`src/rtl/lfo_rate_ctrl.sv`:
```
// lfo_rate_ctrl: run/drain/restart sequencer and rate divider for a triangle LFO.
// Optional sync phase restart is enabled by defining LFO_SYNC_RESTART_EN.
module lfo_rate_ctrl #(
  parameter int N         = 8,
  parameter int DIV_W     = 16,
  parameter int DRAIN_THR = 2
) (
  input  logic             clk,
  input  logic             rst_n,
  input  logic             req_on,
  input  logic [DIV_W-1:0] rate,
  input  logic             smp_tick,
  input  logic [N-1:0]     wav,
  input  logic             sync,
  output logic             gen_en,
  output logic             gen_nxt,
  output logic             busy
);

  typedef enum logic [1:0] {
    S_IDLE,
    S_RUN,
    S_DRAIN,
    S_RESTART
  } state_t;

  localparam logic [N-1:0] LP_THR    = N'(DRAIN_THR);
  localparam int           LP_DMAX_I = (1 << N) + 1;
  localparam logic [N:0]   LP_DMAX   = LP_DMAX_I[N:0];

  state_t           r_state;
  logic [DIV_W-1:0] r_cnt;
  logic [N:0]       r_dcnt;
  logic             r_gen_en;
  logic             r_gen_nxt;

  logic w_hit;
  logic w_inc;
  logic w_low;
  logic w_sync;

  // A step needs a tick at or past the programmed interval; no back-to-back strobes
  assign w_hit = smp_tick && (r_cnt >= rate) && !r_gen_nxt;
  // Only count up while below rate so the counter can never wrap
  assign w_inc = smp_tick && (r_cnt < rate);
  assign w_low = wav < LP_THR;

`ifdef LFO_SYNC_RESTART_EN
  assign w_sync = sync;
`else
  logic w_unused_sync;
  assign w_unused_sync = sync;
  assign w_sync = 1'b0;
`endif

  // Sequencer, divider and drain-step counter with registered generator controls
  always_ff @(posedge clk or negedge rst_n) begin
    if (!rst_n) begin
      r_state   <= S_IDLE;
      r_cnt     <= '0;
      r_dcnt    <= '0;
      r_gen_en  <= 1'b0;
      r_gen_nxt <= 1'b0;
    end else begin
      r_gen_nxt <= 1'b0;
      unique case (r_state)
        S_IDLE: begin
          r_cnt  <= '0;
          r_dcnt <= '0;
          if (req_on) begin
            r_state  <= S_RUN;
            r_gen_en <= 1'b1;
          end
        end
        S_RUN: begin
          if (!req_on) begin
            r_dcnt <= '0;
            if (w_low) begin
              r_state  <= S_IDLE;
              r_gen_en <= 1'b0;
              r_cnt    <= '0;
            end else begin
              r_state <= S_DRAIN;
            end
          end else if (w_sync) begin
            r_state  <= S_RESTART;
            r_gen_en <= 1'b0;
            r_cnt    <= '0;
          end else if (w_hit) begin
            r_gen_nxt <= 1'b1;
            r_cnt     <= '0;
          end else if (w_inc) begin
            r_cnt <= r_cnt + 1'b1;
          end
        end
        S_DRAIN: begin
          if (req_on) begin
            r_state <= S_RUN;
            r_dcnt  <= '0;
          end else if (w_low || (r_dcnt >= LP_DMAX)) begin
            r_state  <= S_IDLE;
            r_gen_en <= 1'b0;
            r_cnt    <= '0;
            r_dcnt   <= '0;
          end else if (w_hit) begin
            r_gen_nxt <= 1'b1;
            r_cnt     <= '0;
            r_dcnt    <= r_dcnt + 1'b1;
          end else if (w_inc) begin
            r_cnt <= r_cnt + 1'b1;
          end
        end
        S_RESTART: begin
          r_state  <= S_RUN;
          r_gen_en <= 1'b1;
          r_cnt    <= '0;
        end
        default: begin
          r_state  <= S_IDLE;
          r_gen_en <= 1'b0;
          r_cnt    <= '0;
          r_dcnt   <= '0;
        end
      endcase
    end
  end

  assign gen_en  = r_gen_en;
  assign gen_nxt = r_gen_nxt;
  assign busy    = (r_state != S_IDLE);

endmodule

```
`config.mk`:
```
export PLATFORM = sky130hd
export DESIGN_NAME = lfo_rate_ctrl
export DESIGN_NICKNAME = d
export VERILOG_FILES = /design/src/rtl/lfo_rate_ctrl.sv
export SDC_FILE = /design/constraint.sdc
export NUM_CORES = 1
export LEC_CHECK = 0
export CORE_MARGIN = 2
export CORE_UTILIZATION = 53
export CTS_CLUSTER_DIAMETER = 60
export CTS_CLUSTER_SIZE = 12
export DETAILED_ROUTE_END_ITERATION = 10
export GPL_TIMING_DRIVEN = 0
export HOLD_SLACK_MARGIN = 0.15
export PLACE_DENSITY = 0.86
export SLEW_MARGIN = 10
export SYNTH_ARGS = -nofsm -noshare
export SYNTH_HDL_FRONTEND = slang
export SYNTH_SLANG_ARGS = --single-unit
```
`constraint.sdc`:
```
create_clock -name clk -period 3.27 [get_ports clk]
set_input_delay 0.4905 -clock clk [delete_from_list [all_inputs] [get_ports clk]]
set_output_delay 0.4905 -clock clk [all_outputs]
set_load 0.01 [all_outputs]
```
==> results.json, run 1 <==
{
  "reg2reg_depth": 9,
  "drive_above_1_share": 0.0678,
  "period_minus_slack_ps": 3050,
  "worstPathRequired_ps": 3450,
  "timing.rr.end": "r_cnt[1]$_DFFE_PN0P_",
  "dp_cells": 337,
  "viasPerCell": 6.21,
  "drt_wl_total_mm": 5.51,
  "synth_ff_type": "dfrtp_1",
  "grt_antenna_before_repair": 0,
  "die_h_um": 68.8,
  "synth_edf_count": 0,
  "async_reset_ff_frac": 1.00,
  "grt_usage": 0.268,
  "outcome": "finished clean",
  "setup_viol": 0,
  "seqCellArea_sq_um": 726,
  "grt_start_max_net_pins": 30,
  "total_leakage_power_uw": 0.00119,
  "r2r_slack_ps": 250,
  "path_max_fanout": 10,
  "stdcell_count": 345,
  "grt_pass1_wl_mm": 9.57,
  "dp_hpwl_mm": 4.00,
  "io_pins": 32,
  "slew_headroom": 0.551,
  "first_pass_iters": 6,
  "die_w_um": 68.8,
  "fin_util": 0.673,
  "post_cts_buffers": 0,
  "nets": 347,
  "start_util": 0.553,
  "grt_pass1_vias": 2174,
  "r2r_start": "r_cnt[0]$_DFFE_PN0P_",
  "cpPeakStageDelay_ps": 410,
  "placed_area_sq_um": 2570,
  "hold_violations": 0,
  "cts_tree": "done",
  "rsz0062_at_grt": "yes",
  "core_area_sq_um": 4030,
  "n_fill_cell": 329,
  "startpoint_type": "primary input",
  "yosysWarnings": 0,
  "portBuffers": 28,
  "total_power_uw": 1330,
  "gp_congestion": 0.852,
  "cpMaxStageDelayCell": "clkdlybuf4s50_1",
  "drc_errors": 0,
  "wl_per_cell_um": 16.0,
  "ant_nets": 0,
  "ys_ff_latch": 29,
  "yosysSeqAreaShare": 0.326,
  "multi_input_area_sq_um": 1390,
  "fp-row-count": 23,
  "cts_root_buffer": "clkbuf_8",
  "antenna_cells": 0,
  "crit_type": "in2reg",
  "synth_area_per_cell_sq_um": 8.60,
  "cts_sinks": 29,
  "skew_ps": 9.54,
  "final_area_sq_um": 2710,
  "tightest_slew_ps": 674,
  "slew_viol_final": 0,
  "cts_buffer_depth": 2,
  "crit_path_end_kind": "flop",
  "cp_cell_sequence": "clkdlybuf4s50_1 > ha_1 > nand2b_1 > a2111o_1 > a32oi_1 > a21bo_2 > clkbuf_1 > nand2_1 > o21ai_0",
  "irDropWorstVdd_uv": 428,
  "path_clk_slew_ps": 70,
  "worst_slack_ps": 223,
  "numCtsBuffers": 5,
  "fmax_mhz": 328,
  "cap_violations": 0,
  "clkLatencyLatePin_ps": 280,
  "cp.arrival_ps": 3230,
  "drt_iter0_markers": 160,
  "vias": 2143,
  "syn_to_final_growth_pct": 21.7,
  "ys_types": 51,
  "dieArea_sq_um": 4740,
  "synth.net_count": 312,
  "overflow": 0,
  "hold_path_class": "in2async",
  "cts_max_level": 2,
  "syn-cell-area_sq_um": 2230,
  "p_per_area_nw_per_um2": 489,
  "pre_cts_slack_ps": -153,
  "synth_cells": 259,
  "fin_crit_sh": 0.932
}
==> cell usage after synthesis, types with 2 or more instances <==
| cell | count | area, sq um |
|---|---|---|
| clkbuf_1 | 6 | 22.5 |
| o211ai_1 | 3 | 22.5 |
| mux2i_1 | 3 | 30.0 |
| or3_1 | 9 | 56.3 |
| nand3_1 | 17 | 85.1 |
| inv_1 | 24 | 90.1 |
| o22ai_1 | 2 | 12.5 |
| and3_1 | 2 | 12.5 |
| o31ai_1 | 10 | 75.1 |
| a211oi_1 | 2 | 15.0 |
| nor3_1 | 3 | 15.0 |
| nor4_1 | 2 | 12.5 |
| or4_1 | 11 | 82.6 |
| nand4b_1 | 2 | 17.5 |
| ha_1 | 24 | 300 |
| nand2b_1 | 3 | 18.8 |
| a22oi_1 | 2 | 15.0 |
| nor2b_1 | 2 | 12.5 |
| nand4_1 | 7 | 43.8 |
| nor3b_1 | 2 | 15.0 |
| o21ai_0 | 15 | 75.1 |
| nand2_1 | 18 | 67.6 |
| and4_1 | 3 | 26.3 |
| nor2_1 | 8 | 30.0 |
| dfrtp_1 | 29 | 726 |
| a21o_1 | 2 | 15.0 |
| a21oi_1 | 24 | 120 |
==> metrics by stage <==
stage | hold WS [ps] | setup TNS (ps)
6_report | 237 | 0
4_1_cts | 263 | 0
3_5_place_dp | 505 | -1440
5_1_grt | 298 | -6.50
2_1_floorplan | 195 | 0
3_3_place_gp | 498 | -984
==> critical path: cells and delay by family <==
| kind | cells | cell delay [ps] |
|---|---|---|
| buffers and inverters | 2 | 820 |
| and+or+nand+nor | 2 | 260 |
| adders and majority gates | 1 | 300 |
| AOI/OAI and AO/OA | 4 | 1350 |
==> layout make-up <==
cell class / instances / share of cell area
inverter: 24 / 0.0332
sequential: 29 / 0.268
multi-input combinational: 198 / 0.511
clock buffer: 5 / 0.0254
tap: 50 / 0.0231
clock inverter: 3 / 0.0240
timing repair buffer: 28 / 0.101
buffer: 8 / 0.0148
==> where the power goes <==
| group | total [uW] | internal (uW) | switching [uW] |
|---|---|---|---|
| clock network | 446 | 303 | 143 |
| logic | 457 | 190 | 267 |
| registers | 423 | 386 | 37.3 |
| total | 1330 | 878 | 448 |
==> sequential cells by signal, summed over array words and instances, names as in the netlist <==
register  count
gen_nxt       1
r_state       2
r_dcnt        9
r_cnt        16
gen_en        1
==> how the worst max path moves through the flow <==
stage	from	end	slack (ps)	cells past startpoint
floorplan	rate[0]	r_dcnt[8]$_DFFE_PN0P_	880	8
global placement	rate[15]	r_cnt[7]$_DFFE_PN0P_	-100	10
detailed placement	rate[15]	r_cnt[8]$_DFFE_PN0P_	-150	10
CTS	rate[13]	r_cnt[3]$_DFFE_PN0P_	120	10
global route	r_cnt[0]$_DFFE_PN0P_	r_cnt[1]$_DFFE_PN0P_	-6	9
finish	rate[0]	r_cnt[1]$_DFFE_PN0P_	220	9
==> repair_timing <==
| action | CTS | global route |
|---|---|---|
| resized for setup | 0 | 6 |
| endpoints found under the setup margin | 0 | 11 |
| hold buffers | 0 | 0 |
==> layer usage <==
layer / GRT usage / wire [um] / vias to the layer above
met5: 0 / 0 / -
met2: 0.480 / 2770 / 71
li1: - / - / 1043
met3: 0.0536 / 323 / 12
met1: 0.313 / 2330 / 1017
met4: 0.105 / 85 / 0
==> placed cells by master (no fill, tap or decap), types with 2 or more instances in the layout <==
cell type | synthesis | layout
dfrtp_1 | 29 | 29
clkdlybuf4s50_1 | 0 | 27
inv_1 | 24 | 24
ha_1 | 24 | 24
a21oi_1 | 24 | 23
nand2_1 | 18 | 18
nand3_1 | 17 | 17
o21ai_0 | 15 | 15
or4_1 | 11 | 11
o31ai_1 | 10 | 10
or3_1 | 9 | 9
nor2_1 | 8 | 8
nand4_1 | 7 | 7
clkbuf_8 | 0 | 5
clkbuf_1 | 6 | 4
nor3_1 | 3 | 3
and4_1 | 3 | 3
nand2b_1 | 3 | 3
mux2i_1 | 3 | 3
o211ai_1 | 3 | 3
a211oi_1 | 2 | 2
nor2b_1 | 2 | 2
nor3b_1 | 2 | 2
a21o_1 | 2 | 2
a22oi_1 | 2 | 2
clkbuf_2 | 0 | 2
and3_1 | 2 | 2
nand4b_1 | 2 | 2
o22ai_1 | 2 | 2
bufinv_16 | 0 | 2
==> cell families after synthesis <==
kind of cell             share of synthesized area
AND/OR/NAND/NOR                              0.246
AO/OA/AOI/OAI                                0.219
buffers and inverters                       0.0573
flip-flops                                   0.326
adder cells (fa/ha/maj)                      0.135
multiplexers                                0.0135
XOR/XNOR                                   0.00393
(Power assumes the default switching activity.)
==> inputs of run 2 (changes only) <==
--- a/config.mk
+++ b/config.mk
@@ -5,6 +5,7 @@
 export SDC_FILE = /design/constraint.sdc
 export NUM_CORES = 1
 export LEC_CHECK = 0
+export ABC_AREA = 1
 export CORE_MARGIN = 2
 export CORE_UTILIZATION = 53
 export CTS_CLUSTER_DIAMETER = 60
==> results.json, run 2 <==
{
  "outcome": "finished clean",
  "fin_hold_ws_ps": 242,
  "die_w_um": 70.2,
  "p_comb_frac": 0.403,
  "ys_types": 33,
  "grt_start_max_net_pins": 30,
  "synth_top_cell_by_area": "dfrtp_1",
  "p_clk_frac": 0.287,
  "ant_nets": 0,
  "cp_cell_sequence": "clkdlybuf4s50_1 > inv_1 > ha_1 > a21oi_1 > o21ai_1 > nor2_2 > nand3_1 > nand3_1 > nand2_1 > nand2_2 > inv_2 > a21oi_1",
  "path_clk_slew_ps": 60,
  "largest_reg_flops": 16,
  "dp_cells": 397,
  "crit_buf_inv": 3,
  "overflow": 0,
  "grt_usage": 0.223,
  "crit_type": "in2reg",
  "tightest_slew_ps": 677,
  "regMostFlops": "r_cnt",
  "drt_wl_total_mm": 4.84,
  "cts_buffer_depth": 2,
  "portBuffers": 29,
  "cts_max_level": 2,
  "period_minus_slack_ps": 2360,
  "ys_ff_latch": 29,
  "p_sw_uw": 517,
  "grt_antenna_before_repair": 0,
  "slew_headroom": 0.548,
  "drc_errors": 0,
  "numCtsBuffers": 5,
  "final_cell_mix": "nand2_1 (62), inv_1 (51), nor2_1 (41), dfrtp_1 (29), clkdlybuf4s50_1 (28)",
  "crit_path_end_kind": "flop",
  "syn-cell-area_sq_um": 2320,
  "cts_root_buffer": "clkbuf_8",
  "syn_to_final_growth_pct": 20.1,
  "startpoint_type": "primary input",
  "synth_top_area_share": 0.313,
  "synth.net_count": 369,
  "rsz0062_at_grt": "no",
  "synth_edf_count": 0,
  "cp.arrival_ps": 2560,
  "irDropWorstVdd_uv": 523,
  "core_area_sq_um": 4290,
  "ys_top_cells_by_count": "nand2_1 (62), inv_1 (51), nor2_1 (41), dfrtp_1 (29), nand3_1 (25)",
  "final_common_cell": "nand2_1",
  "cts_sinks": 29,
  "yosysWarnings": 0,
  "synth_area_leaders": "dfrtp_1 (31%), ha_1 (13%), nand2_1 (10%)",
  "p_int_uw": 838,
  "drive_above_1_share": 0.0907,
  "cap_violations": 0,
  "fmax_mhz": 424,
  "cts_tree": "done",
  "worstPathRequired_ps": 3480,
  "cpMaxStageDelayCell": "clkdlybuf4s50_1",
  "antenna_cells": 0,
  "drt_iter0_markers": 165,
  "fp-row-count": 24,
  "start_util": 0.541,
  "fin_crit_sh": 0.720,
  "pre_cts_slack_ps": 605,
  "synth_ff_type": "dfrtp_1",
  "p_per_area_nw_per_um2": 486,
  "p_seq_frac": 0.309,
  "post_cts_buffers": 0,
  "total_leakage_power_uw": 0.00135,
  "hold_path_class": "in2async",
  "gp_congestion": 0.867,
  "reg.largest.list": "r_cnt: 16 flops, r_dcnt: 9 flops, r_state: 2 flops",
  "vias": 2110,
  "yosysSeqAreaShare": 0.313,
  "n_fill_cell": 375,
  "first_pass_iters": 5,
  "viasPerCell": 5.21,
  "setup_viol": 0,
  "switching_share": 0.381,
  "final.setup.tns_ps": 0,
  "slew_viol_final": 0,
  "cts_hold_buf": 0,
  "async_reset_ff_frac": 1.00,
  "worst_slack_ps": 914,
  "cpPeakStageDelay_ps": 450,
  "wl_per_cell_um": 12.0,
  "cp_top_family": "simple AND/OR/NAND/NOR gates",
  "post_cts_resized": 0,
  "grt_pass1_vias": 2139,
  "stdcell_count": 405,
  "grt_pass1_wl_mm": 8.83,
  "nets": 405,
  "dp_hpwl_mm": 3.69,
  "clkLatencyLatePin_ps": 290,
  "io_pins": 32,
  "die_h_um": 70.2,
  "dieArea_sq_um": 4930,
  "path_max_fanout": 9,
  "hold_violations": 0,
  "synth_cells": 316,
  "yosysMostFrequentCell": "nand2_1",
  "synth_area_per_cell_sq_um": 7.35,
  "skew_ps": 5.83
}
==> run 2: cell types whose count changed after synthesis, moves of 5 or more <==
| cell | before | now |
|---|---|---|
| or4_1 | 11 | 0 |
| clkbuf_1 | 6 | 0 |
| nor2_1 | 8 | 41 |
| o31ai_1 | 10 | 0 |
| a21oi_1 | 24 | 14 |
| xor2_1 | 0 | 5 |
| o21ai_0 | 15 | 8 |
| nand2_1 | 18 | 62 |
| o21ai_1 | 1 | 11 |
| nand3_1 | 17 | 25 |
| inv_1 | 24 | 51 |
| or3_1 | 9 | 0 |
==> run 2: path summary, 6_finish.rpt <==
check                                     startpoint                     to  slack (ps)  cells past startpoint
worst max-delay path                        rate[15]   r_cnt[0]$_DFFE_PN0P_         910                     12
worst min-delay path                           rst_n   r_cnt[3]$_DFFE_PN0P_         240                      1
worst max register to register  r_cnt[7]$_DFFE_PN0P_   r_cnt[0]$_DFFE_PN0P_        1130                     11
worst min register to register    gen_en$_DFFE_PN0P_     gen_en$_DFFE_PN0P_         490                      2
max in group asynchronous                      rst_n  r_dcnt[0]$_DFFE_PN0P_        2590                      1
min in group clk                  gen_en$_DFFE_PN0P_     gen_en$_DFFE_PN0P_         490                      2
==> run 2: cell families (layout without fill, tap and decap cells) <==
group,Yosys count,in the layout,share of synthesized area
simple gates,163,163,0.348
buf+inv,55,92,0.0927
compound gates,38,38,0.0911
flops,29,29,0.313
fa+ha+maj,24,24,0.129
xor+xnor,7,7,0.0264
==> run 2: cell type report <==
class / count / area, sq um / share of cell area
Clock inverter: 1 / 30.0 / 0.0108
Sequential cell: 29 / 726 / 0.260
Tap cell: 52 / 65.1 / 0.0233
Inverter: 53 / 199 / 0.0713
Multi-Input combinational cell: 232 / 1380 / 0.495
Clock buffer: 7 / 86.3 / 0.0310
Timing Repair Buffer: 29 / 285 / 0.102
Buffer: 2 / 16.3 / 0.00583
==> run 2: per-layer routing <==
layer / up-vias / wire [um] / track usage
li1: 1092 / - / -
met1: 956 / 2090 / 0.259
met2: 50 / 2450 / 0.390
met3: 12 / 197 / 0.0519
met4: 0 / 99 / 0.100
met5: - / 0 / 0
==> run 2: power groups by stage <==
stage / clock [uW] / sequential (uW) / combinational, uW
after floorplan: 0 / 423 / 382
after global placement: 0 / 424 / 520
after detailed placement: 0 / 425 / 538
after CTS: 398 / 419 / 547
after global routing: 414 / 424 / 627
final: 389 / 419 / 547
==> run 2: through the flow <==
stage          utilization  power, uW  cell area, sq um
2_1_floorplan            -        805              2320
3_3_place_gp         0.624        944              2680
3_5_place_dp         0.622        964              2670
4_1_cts              0.649       1360              2790
5_1_grt              0.649       1460              2790
6_report             0.649       1360              2790
